===== src/rtl/uart_16550_tx.sv =====
// -----------------------------------------------------------------------------
// uart_16550_tx
//
// Transmit serializer of a 16550-compatible UART. It takes THR writes and the
// LCR byte from the register file and shifts frames out on txd. Bit timing
// comes from the 16x baud enable. It returns the LSR THRE/TEMT status bits and
// a THRE-rise pulse for interrupt identification.
//
// Optional feature macro: UART_TX_FIFO_EN
//   undefined : 1-entry THR holding register (a write while full overwrites)
//   defined   : FIFO_DEPTH-entry transmit FIFO (a write while full is dropped)
//
// Ports:
//   clk          in   system clock
//   rst_n        in   asynchronous active-low reset
//   baud_tick16  in   single-cycle enable, 16 per bit time
//   lcr[7:0]     in   line control: [1:0] length-5, [2] stop, [3] PEN,
//                     [4] EPS, [5] stick, [6] break, [7] DLAB (unused)
//   thr_wr       in   THR write strobe
//   thr_wdata    in   byte written to THR
//   tx_clr       in   FCR[2] pulse, discards pending (not yet loaded) data
//   txd          out  serial output, idle high
//   thre         out  LSR[5], holding register / FIFO empty
//   temt         out  LSR[6], holding empty and shifter idle
//   thre_rise    out  one-cycle pulse, the cycle after thre goes 0->1
//
// Write interface: thr_wr is a one-cycle strobe with no ready/back-pressure.
// A byte is taken on every clock edge where thr_wr=1 and tx_clr=0. When there
// is no free slot, the byte overwrites the THR (no FIFO) or is dropped (FIFO).
// -----------------------------------------------------------------------------
module uart_16550_tx #(
    parameter int FIFO_DEPTH = 16
) (
    input  logic       clk,
    input  logic       rst_n,
    input  logic       baud_tick16,
    input  logic [7:0] lcr,
    input  logic       thr_wr,
    input  logic [7:0] thr_wdata,
    input  logic       tx_clr,
    output logic       txd,
    output logic       thre,
    output logic       temt,
    output logic       thre_rise
);

    typedef enum logic [2:0] {
        S_IDLE   = 3'd0,
        S_START  = 3'd1,
        S_DATA   = 3'd2,
        S_PARITY = 3'd3,
        S_STOP   = 3'd4
    } state_t;

    state_t     r_state;
    state_t     w_state_nxt;
    logic [3:0] r_tick_cnt;
    logic [2:0] r_bit_cnt;
    logic [7:0] r_shift;
    logic [7:0] w_shift_nxt;
    logic [3:0] r_cfg;          // frame config latched at load: [1:0] len, [2] stop, [3] PEN
    logic       r_par;          // parity bit value, computed once at load
    logic       r_txd;
    logic       w_txd_nxt;
    logic       r_thre_q;
    logic       r_thre_rise;

    logic       w_hold_valid;
    logic [7:0] w_hold_data;
    logic       w_load;         // shifter takes the head of the holding stage
    logic       w_unused;

    // -------------------------------------------------------------------------
    // Holding stage
    // -------------------------------------------------------------------------
`ifdef UART_TX_FIFO_EN
    localparam int AW = $clog2(FIFO_DEPTH);
    localparam int CW = AW + 1;

    logic [7:0]    r_mem [FIFO_DEPTH];
    logic [AW-1:0] r_wptr;
    logic [AW-1:0] r_rptr;
    logic [CW-1:0] r_count;
    logic          w_full;
    logic          w_push;

    assign w_full = (r_count == CW'(FIFO_DEPTH));
    // When full, a push is still accepted if the head is popped on the same
    // edge; the slot being written is the one just read out.
    assign w_push = thr_wr && !tx_clr && (!w_full || w_load);

    always_ff @(posedge clk or negedge rst_n) begin
        if (!rst_n) begin
            r_wptr  <= '0;
            r_rptr  <= '0;
            r_count <= '0;
        end else if (tx_clr) begin
            r_wptr  <= '0;
            r_rptr  <= '0;
            r_count <= '0;
        end else begin
            if (w_push) begin
                r_wptr <= r_wptr + 1'b1;
            end
            if (w_load) begin
                r_rptr <= r_rptr + 1'b1;
            end
            r_count <= r_count + CW'(w_push) - CW'(w_load);
        end
    end

    always_ff @(posedge clk) begin
        if (w_push) begin
            r_mem[r_wptr] <= thr_wdata;
        end
    end

    assign w_hold_valid = (r_count != '0);
    assign w_hold_data  = r_mem[r_rptr];
    assign w_unused     = lcr[7];
`else
    logic       r_hold_valid;
    logic [7:0] r_hold_data;

    // Clear beats write; a write on the load edge refills the freed slot.
    always_ff @(posedge clk or negedge rst_n) begin
        if (!rst_n) begin
            r_hold_valid <= 1'b0;
            r_hold_data  <= '0;
        end else if (tx_clr) begin
            r_hold_valid <= 1'b0;
        end else if (thr_wr) begin
            r_hold_valid <= 1'b1;
            r_hold_data  <= thr_wdata;
        end else if (w_load) begin
            r_hold_valid <= 1'b0;
        end
    end

    assign w_hold_valid = r_hold_valid;
    assign w_hold_data  = r_hold_data;
    assign w_unused     = ^{lcr[7], 32'(FIFO_DEPTH)};
`endif

    // -------------------------------------------------------------------------
    // Bit timing
    // -------------------------------------------------------------------------
    logic       w_bit_done;
    logic       w_stop_done;
    logic [2:0] w_last_bit;
    logic [7:0] w_len_mask;
    logic       w_par_load;

    assign w_bit_done = baud_tick16 && (r_tick_cnt == 4'd15);
    assign w_last_bit = 3'd4 + {1'b0, r_cfg[1:0]};

    // Long stop bits span two 16-tick periods; r_bit_cnt counts the completed
    // periods inside STOP, so 24 ticks ends at period 1 tick 7 and 32 at
    // period 1 tick 15.
    always_comb begin
        w_stop_done = 1'b0;
        if (!r_cfg[2]) begin
            w_stop_done = w_bit_done;
        end else if (r_cfg[1:0] == 2'd0) begin
            w_stop_done = baud_tick16 && (r_bit_cnt == 3'd1) && (r_tick_cnt == 4'd7);
        end else begin
            w_stop_done = baud_tick16 && (r_bit_cnt == 3'd1) && (r_tick_cnt == 4'd15);
        end
    end

    // Parity is taken from the live lcr at load time, over the N data bits.
    always_comb begin
        w_len_mask = 8'hFF;
        case (lcr[1:0])
            2'd0:    w_len_mask = 8'h1F;
            2'd1:    w_len_mask = 8'h3F;
            2'd2:    w_len_mask = 8'h7F;
            default: w_len_mask = 8'hFF;
        endcase
    end

    assign w_par_load = lcr[5] ? ~lcr[4] : ((^(w_hold_data & w_len_mask)) ^ ~lcr[4]);

    // -------------------------------------------------------------------------
    // FSM: next state, shift register and registered txd value
    // -------------------------------------------------------------------------
    always_comb begin
        w_state_nxt = r_state;
        w_load      = 1'b0;
        w_shift_nxt = r_shift;
        w_txd_nxt   = 1'b1;

        case (r_state)
            S_IDLE: begin
                if (w_hold_valid) begin
                    w_load      = 1'b1;
                    w_state_nxt = S_START;
                end
            end
            S_START: begin
                if (w_bit_done) begin
                    w_state_nxt = S_DATA;
                end
            end
            S_DATA: begin
                if (w_bit_done) begin
                    if (r_bit_cnt == w_last_bit) begin
                        w_state_nxt = r_cfg[3] ? S_PARITY : S_STOP;
                    end else begin
                        w_shift_nxt = {1'b0, r_shift[7:1]};
                    end
                end
            end
            S_PARITY: begin
                if (w_bit_done) begin
                    w_state_nxt = S_STOP;
                end
            end
            S_STOP: begin
                if (w_stop_done) begin
                    if (w_hold_valid) begin
                        w_load      = 1'b1;
                        w_state_nxt = S_START;
                    end else begin
                        w_state_nxt = S_IDLE;
                    end
                end
            end
            default: w_state_nxt = S_IDLE;
        endcase

        if (w_load) begin
            w_shift_nxt = w_hold_data;
        end

        // txd is registered, so it follows the state being entered.
        case (w_state_nxt)
            S_START:  w_txd_nxt = 1'b0;
            S_DATA:   w_txd_nxt = w_shift_nxt[0];
            S_PARITY: w_txd_nxt = r_par;
            default:  w_txd_nxt = 1'b1;
        endcase
    end

    always_ff @(posedge clk or negedge rst_n) begin
        if (!rst_n) begin
            r_state    <= S_IDLE;
            r_tick_cnt <= '0;
            r_bit_cnt  <= '0;
            r_shift    <= '0;
            r_cfg      <= '0;
            r_par      <= 1'b0;
            r_txd      <= 1'b1;
        end else begin
            r_state <= w_state_nxt;
            r_shift <= w_shift_nxt;
            r_txd   <= w_txd_nxt;

            if (w_load || (w_state_nxt != r_state)) begin
                r_tick_cnt <= '0;
            end else if (baud_tick16) begin
                r_tick_cnt <= r_tick_cnt + 4'd1;
            end

            if (w_state_nxt != r_state) begin
                r_bit_cnt <= '0;
            end else if (w_bit_done && (r_state == S_DATA || r_state == S_STOP)) begin
                r_bit_cnt <= r_bit_cnt + 3'd1;
            end

            if (w_load) begin
                r_cfg <= lcr[3:0];
                r_par <= w_par_load;
            end
        end
    end

    // -------------------------------------------------------------------------
    // Status
    // -------------------------------------------------------------------------
    always_ff @(posedge clk or negedge rst_n) begin
        if (!rst_n) begin
            r_thre_q    <= 1'b1;
            r_thre_rise <= 1'b0;
        end else begin
            r_thre_q    <= thre;
            r_thre_rise <= thre && !r_thre_q;
        end
    end

    assign thre      = !w_hold_valid;
    assign temt      = thre && (r_state == S_IDLE);
    assign thre_rise = r_thre_rise;
    // Break overrides the line without stopping the FSM.
    assign txd       = r_txd & ~lcr[6];

endmodule


===== config.mk =====
export PLATFORM = sky130hd
export DESIGN_NAME = uart_16550_tx
export DESIGN_NICKNAME = d
export VERILOG_FILES = /design/src/rtl/uart_16550_tx.sv
export SDC_FILE = /design/constraint.sdc
export NUM_CORES = 1
export LEC_CHECK = 0
export CORE_MARGIN = 1
export CORE_UTILIZATION = 48
export DETAILED_ROUTE_END_ITERATION = 12
export GPL_TIMING_DRIVEN = 0
export MAX_ROUTING_LAYER = met4
export PLACE_DENSITY = 0.74
export SYNTH_ARGS = -nofsm -noshare
export SYNTH_HDL_FRONTEND = slang
export SYNTH_SLANG_ARGS = --single-unit

===== constraint.sdc =====
create_clock -name clk -period 2.5 [get_ports clk]
set_input_delay 0.5 -clock clk [delete_from_list [all_inputs] [get_ports clk]]
set_output_delay 0.5 -clock clk [all_outputs]
set_load 0.005 [all_outputs]

==> results of run 1 <==
==> through the flow <==
stage	power (W)	setup WS, ns
finish	0.00194	0.219
global route	0.00206	0.0360
CTS	0.00195	0.215
global placement	0.00140	0.183
floorplan	0.00128	0.581
detailed placement	0.00144	0.162
==> final timing paths <==
kind	slack, ns	startpoint	end
setup / recovery	0.22	r_bit_cnt[1]	r_cfg[3]
hold / removal	0.22	rst_n	r_state[1]
setup reg to reg	0.22	r_bit_cnt[1]	r_cfg[3]
hold reg to reg	0.48	r_hold_valid	thre_rise
max in group asynchronous	1.80	rst_n	r_hold_data[7]
min in group clk	0.48	r_hold_valid	thre_rise
==> critical path: cells and delay by family, from the launching register on <==
family	cells	cell delay (ns)
flip-flops	1	0.44
AND/OR/NAND/NOR	2	0.28
AO/OA/AOI/OAI	2	0.52
multiplexers	1	0.37
adder cells (fa/ha/maj)	1	0.14
buffers and inverters	2	0.43
==> per-layer routing <==
layer	track usage (%)	share of wire, %	up-vias
met3	3.49	3.4	5
li1	-	-	610
met4	6.98	1.3	0
met1	23.1	48	610
met5	-	0	-
met2	30.9	47	27
==> logic make-up (layout without fill, tap and decap cells) <==
logic type               Yosys count  count (layout)  share of synthesized area, %
multiplexers                      15              15                          9.71
buffers and inverters             11              41                          2.59
flip-flops                        35              35                          50.5
AND/OR/NAND/NOR                   46              46                          13.2
adder cells (fa/ha/maj)            3               3                          2.16
AO/OA/AOI/OAI                     32              32                          14.0
XOR/XNOR                          13              13                          7.77
==> power breakdown <==
part	switching (W)	total [W]	internal, W
logic	0.000246	0.000548	0.000302
clock network	0.000200	0.000511	0.000311
registers	0.000135	0.000877	0.000742
total	0.000581	0.00194	0.00135
==> synthesized netlist by cell type (all sizes together) (5+ instances only) <==
master | instances | area share, %
nand2 | 7 | 1.5
xnor2 | 7 | 4.0
xor2 | 5 | 2.5
a22o | 6 | 3.1
dfrtp | 33 | 47
a21o | 6 | 2.6
nor2 | 15 | 3.2
mux2 | 12 | 8.0
==> area by class of cell <==
| cell class | count | area share [%] |
|---|---|---|
| timing repair buffer | 22 | 10.2 |
| clock inverter | 3 | 3.19 |
| tap | 46 | 2.72 |
| inverter | 4 | 0.709 |
| clock buffer | 5 | 1.77 |
| buffer | 7 | 1.42 |
| multi-input combinational | 109 | 38.5 |
| sequential | 35 | 41.5 |
==> state kept, by name, indices dropped and copies added (netlist names) <==
register      flops
r_thre_q          1
r_hold_valid      1
r_hold_data       8
r_shift           8
r_state           3
thre_rise         1
r_txd             1
r_cfg             4
r_tick_cnt        4
r_par             1
r_bit_cnt         3
==> flow_results.org, run 1 <==
** Floorplanning
- The die covers between 3000 and 4000 sq um.
- The floorplan has 21 rows.
- In this run the horizontal extent of the chip is about 62 um.
- The core region is 3420 sq um.
- Pin placement for this block handled 25 I/O pins.
- Once the floorplan was initialized, standard cells occupied 50.9% of the core.
- Die extent in y :: 62.2 um

** Synth
- Fraction of registers with async set or reset after synthesis :: 100%
- The number of nets in the synthesized netlist is 179.
- Sequential cells were found to cover 50.5% of the synthesized design area.
- Number of instances in the synthesized netlist :: between 150 and 200
- After synthesis, the netlist uses 40 different library cells.
- Post-synth EDFFs :: 0
- Each instance of the synthesized netlist takes up on average 11.2 sq um.
- After synthesis the netlist holds a flip-flop and latch count of 35.
- YS warnings :: 0
- Cell area after technology mapping :: 1740 sq um
- Most instantiated flip-flop cell in the synthesis netlist :: dfrtp_1

** Clocking
- Clock latency on the worst-skew pair, taken at its later pin, is about 0.34 ns.
- Clock Tree Root :: clkbuf_4
- CTS resizes :: 0
- Maximum buffer depth of the clock tree :: 2
- CTS clock-pin slew for the worst setup and hold paths :: 0.12 ns
- Hold bufs inserted after CTS :: 0
- Clk sink count :: 35
- Post CTS Setup Buffer Count :: 0
- The H-tree generated during clock tree synthesis spans 2 levels.
- CTS buffer count :: 5
- TritonCTS built the clock tree.

** Detailed routing
- The detailed router finished its first iteration with 45 violations.
- The detailed router placed ~1300 vias in this run.
- In the final routed layout, each cell accounts on average for 13.6 um.
- Using the TritonRoute via totals, the vias-per-cell ratio works out to 5.42.
- Detailed-route DRC error count :: 0
- Post-Route WL :: 3130 um
- In this run the remaining antenna-violating nets after routing total 0.
- For this run, the detailed router's first-pass iteration total came to 4.

** Worst setup path
- Largest incremental delay on the critical path :: 0.44 ns
- Worst Setup Start Kind :: flip-flop
- At the worst endpoint, the arrival time is 2.51 ns.
- Along the worst path, the maximum fanout reaches 10.
- The worst setup path is captured at a flip-flop.
- Data on the critical path is required at its endpoint by 2.73 ns.
- For this design, the slowest cell found on the critical path is dfrtp_1.
- The signal on the critical path passes through inv_1 -> ha_1 -> nand2b_1 -> nor3b_1 -> a22oi_1 -> o22ai_2 -> buf_2 -> mux2_2.
- Critical setup path kind :: reg2reg
- For the worst flop-to-flop path, the logic depth is 8.

** Status
- The flow ran to the end, and the final reports show no timing, DRC or antenna violations.

** Power
- Total power divided by cell area :: between 900 and 1000 nW/um^2
- P_leak :: roughly 0.94 nW
- Worst VDD drop :: about 0.49 mV

** Cells and area
- Cells fill 62.0% of the core in the end.
- The sequential cells in the finished layout cover a total of 878 sq um.
- The repair_antennas step left the layout with diodes totalling 0.
- Excluding fillers, the count of instances in the completed layout stands at 231.
- Count of fill cells added during filler insertion :: 279
- Commonest cells after routing, fill and taps aside :: dfrtp_1, clkdlybuf4s50_1, nor2_1, mux2_2, nand2_1
- In the final layout, the share of cells above drive strength 1 is 18.4%.
- The multi-input combinational cells in the finished layout cover a total of roughly 820 sq um.
- Number of nets at the end of the flow :: around 210
- Synth-to-layout area growth :: 21.7%
- Final std cell area, no fill :: 2120 sq um
- Most common library cell in the layout ignoring fill and taps :: dfrtp_1

** Timing
- Clock Skew :: roughly 0.011 ns
- In this run the tightest slew margin relative to its limit is 49.4%.
- The tightest hold path in the finished design has a slack of 0.219 ns.
- Final worst-path cycle share :: 91.2%
- Fmax achieved :: ~440 MHz
- The worst path in the final design needs a cycle of around 2.3 ns, including I/O delays and setup.
- Max Slew Vio Count :: 0
- Final setup fails :: 0
- Transition time at the pin with the least slew margin :: 0.759 ns
- Setup repair after global routing missed its margin :: no
- The final number of hold-violating endpoints was 0.
- Final-layout setup total negative slack :: 0 ns

** Placed design
- Placed insts :: 223
- GP Congestion :: 0.860
- Port buffer count :: 22
- Detailed placement finished with a half-perimeter wire length of between 2000 and 2500 um.
- Once placement finished, the instance area stood at 2010 sq um.

** Global routing
- GRT Util Overall :: around a fifth
- Number of global-route vias before repair :: about 1300
- First-pass GRT wire length :: 5520 um
- The number of antenna violations at the first check in global routing came to 0.
- Summed over all layers, the global routing overflow is 0.
- Entering global routing, the biggest net connects 36 pins.

** Flow run
- The tool flagged a number of max-cap violations equal to 0.

** Min path
- Class of the tightest hold or removal check :: in2async
Note: power is estimated with default switching activity, not from simulation.
==> inputs of run 2 (changes only) <==
ABC_AREA = 0   (was unset)
==> results of run 2 <==
No change in the layout: final DEF, timing and power equal those of run 1.
==> inputs of run 3 (changes only) <==
CORE_UTILIZATION = 53   (was 48)
PLACE_DENSITY = 0.8   (was 0.74)
==> run 3 against run 2 <==
Compared with the run above: cell count is 0.87% lower; clock-buffer cell count increased by 3; die area is 9.1% lower; clock power fell by 31%; clock skew fell by 0.0027 ns; sequential share of layout area up 0.77 points; first-iteration DRC count is 36% lower; worst setup slack improved by 0.0082 ns; critical path depth fell by 5; largest cell class unchanged; largest power group unchanged.
==> flow_results.org, run 3 (synthesis gave the netlist of run 1 again) <==
** Status
- Status :: complete, no violations

** Clocking
- TritonCTS created 5 clock buffers.
- Post-CTS timing repair inserted 0 buffers for setup.
- After clock tree synthesis, the flow added hold-fix buffers numbering 0.
- CTS tree :: built
- Clock latency of the later-clocked register in the worst-skew pair :: 0.34 ns
- Clock-pin slew was measured on the worst setup and hold paths at ~0.1 ns.
- The H-tree generated during clock tree synthesis spans 2 levels.
- Clock Tree Root :: clkbuf_4
- In this run, post-CTS repair resized a total of 0 instances.
- The clock net in this run drives a total of 35 sinks.
- Maximum buffer depth of the clock tree :: 2

** Power
- Share of total power in sequential cells :: 49.2%
- Relative contribution of the clock network to total power :: 19.6%
- Net switching power :: 0.000579 W
- The analysis attributes to cell leakage a power of 0.930 nW.
- Worst VDD drop :: 0.472 mV
- Cell internal power was estimated by the tool at 0.00121 W.
- Switching part of the total :: 32.4%
- Comb pwr share :: 31.2%
- Total power divided by cell area :: 861 nW/um^2

** Global routing
- Entering global routing, the biggest net connects 36 pins.
- Number of global-route vias before repair :: 1301
- Number of antenna violations at the first check in global routing :: 0
- Global routing finished with a remaining overflow of 0.
- GRT Util Overall :: 23.0%
- First-pass GRT wire length :: 5610 um

** Placed design
- The HPWL after detailed placement is 2450 um.
- GP Congestion :: 0.787
- In this run the tool buffered the top-level ports with 22 buffer cells.
- Worst slack after detailed placement :: 0.165 ns
- In this run, placement finished with an instance count of 221.

** Cells and area
- Synth-to-layout area growth :: 19.5%
- Most common library cell in the layout ignoring fill and taps :: dfrtp_1
- # diodes :: 0
- Largest registers :: r_hold_data (8), r_shift (8)
- Area of the multi-input gates :: 816 sq um
- Register area :: about 900 sq um
- Count of fill cells added during filler insertion :: 237
- The post-route netlist has between 10% and 20% of its cells at a drive strength greater than 1.
- The finished layout holds 229 standard cells, fillers aside.
- Number of nets at the end of the flow :: 208
- In the layout the commonest cells are dfrtp_1, clkdlybuf4s50_1, nor2_1, mux2_2, nand2_1.

** Timing
- Clock Skew :: 0.00866 ns
- Setup violations remaining at the end of the flow were counted as 0.
- Final Hold Viols :: 0
- The routed design could run at a clock period as short as 2.27 ns.
- Max Slew Vio Count :: 0
- Setup repair after global routing left no endpoint under its margin.
- Setup total negative slack on the finished layout was measured at 0 ns.
- The tightest hold path in the finished design has a slack of around 0.23 ns.
- Setup WS post-layout :: 0.227 ns
- At the pin with the least slew margin, the transition time is 0.773 ns.
- Final worst-path cycle share :: 90.9%
- Timing would allow up to 440 MHz.
- In this run the tightest slew margin relative to its limit is between 40 and 50%.

** Flow run
- Maximum capacitance violations :: 0

** Floorplanning
- The die covers 3510 sq um.
- # rows :: 20
- Core footprint :: 3080 sq um
- Die extent in y :: 59.3 um
- 25 I/O pins were placed.
- Die width :: between 50 and 60 um
- For this configuration, the core starts out at a cell density of between 50% and 60%.

** Detailed routing
- Routed wire length per instance :: between 10 and 15 um
- After detailed routing, the number of vias per cell comes to ~5.5.
- First-iteration detailed-routing DRC count :: 29
- Via count :: 1256
- Once detail routing completed, the nets flagged for antenna violations numbered 0.
- DRT Pass-1 Iters :: 4
- In the routed design, unresolved DRC markers number 0.
- For this block, the routed nets add up to around 3400 um of wire.

** Worst setup path
- Along the worst path, the maximum fanout reaches 9.
- Startpoint of the lowest-slack register-to-register path :: r_bit_cnt[1]
- By startpoint and endpoint, the worst setup path is classified as reg2out.
- Slowest cell on the critical path :: clkdlybuf4s50_1
- The worst setup path is captured at an output pin.
- Largest incremental delay on the critical path :: ~0.54 ns
- Tracing the worst setup path back leads to its startpoint at r_state[2].
- Required arrival time at the worst endpoint :: 2.00 ns
- Worst path cell trace :: clkbuf_1 -> nor4_1 -> clkdlybuf4s50_1
- Critical path arrival :: 1.77 ns
- Worst Setup Start Kind :: flip-flop

** Min path
- Class of the tightest hold or removal check :: in2async
run 3: layout make-up:
type                    instances  share of cell area [%]
plain buffers                   7                    1.44
flip-flops and latches         35                    42.3
repair buffers                 22                    10.4
well taps                      44                    2.65
inverters                       4                   0.722
clock buffers                   8                    3.31
multi-input cells             109                    39.3
run 3: worst max-delay path: cells and delay by family, from the launching register on:
family,cells,cell delay [ns]
simple gates,1,0.32
flops,1,0.37
buf+inv,2,0.75
run 3: path summary, 6_finish.rpt:
path                       slack (ns)    endpoint  depth (start not counted)
max                              0.23        temt                          3
min                              0.23   thre_rise                          1
max reg2reg                      0.27    r_cfg[1]                          8
min reg2reg                      0.49  r_shift[5]                          1
max in group asynchronous        1.78       r_par                          1
min in group clk                 0.49  r_shift[5]                          1
run 3: through the flow:
stage | instance area [sq um] | util (%) | power [W]
after detailed placement | 2010 | 65.3 | 0.00145
final | 2080 | 67.5 | 0.00179
after global routing | 2080 | 67.5 | 0.00191
after CTS | 2080 | 67.5 | 0.00180
after global placement | 2010 | 65.4 | 0.00140
after floorplan | 1740 | - | 0.00128
run 3: routing by layer:
layer  vias up  wire length (um)  GRT usage (%)
li1        606                 -              -
met1       614              1490           26.1
met5         -                 0              -
met2        30              1720           36.4
met3         6               130           7.86
met4         0                57           10.5
run 3: power groups by stage:
stage	clock network, W	registers, W	logic (W)
finish	0.000351	0.000880	0.000558
global route	0.000384	0.000900	0.000629
CTS	0.000363	0.000878	0.000561
detailed placement	0	0.000890	0.000558
global placement	0	0.000875	0.000522
floorplan	0	0.000852	0.000425
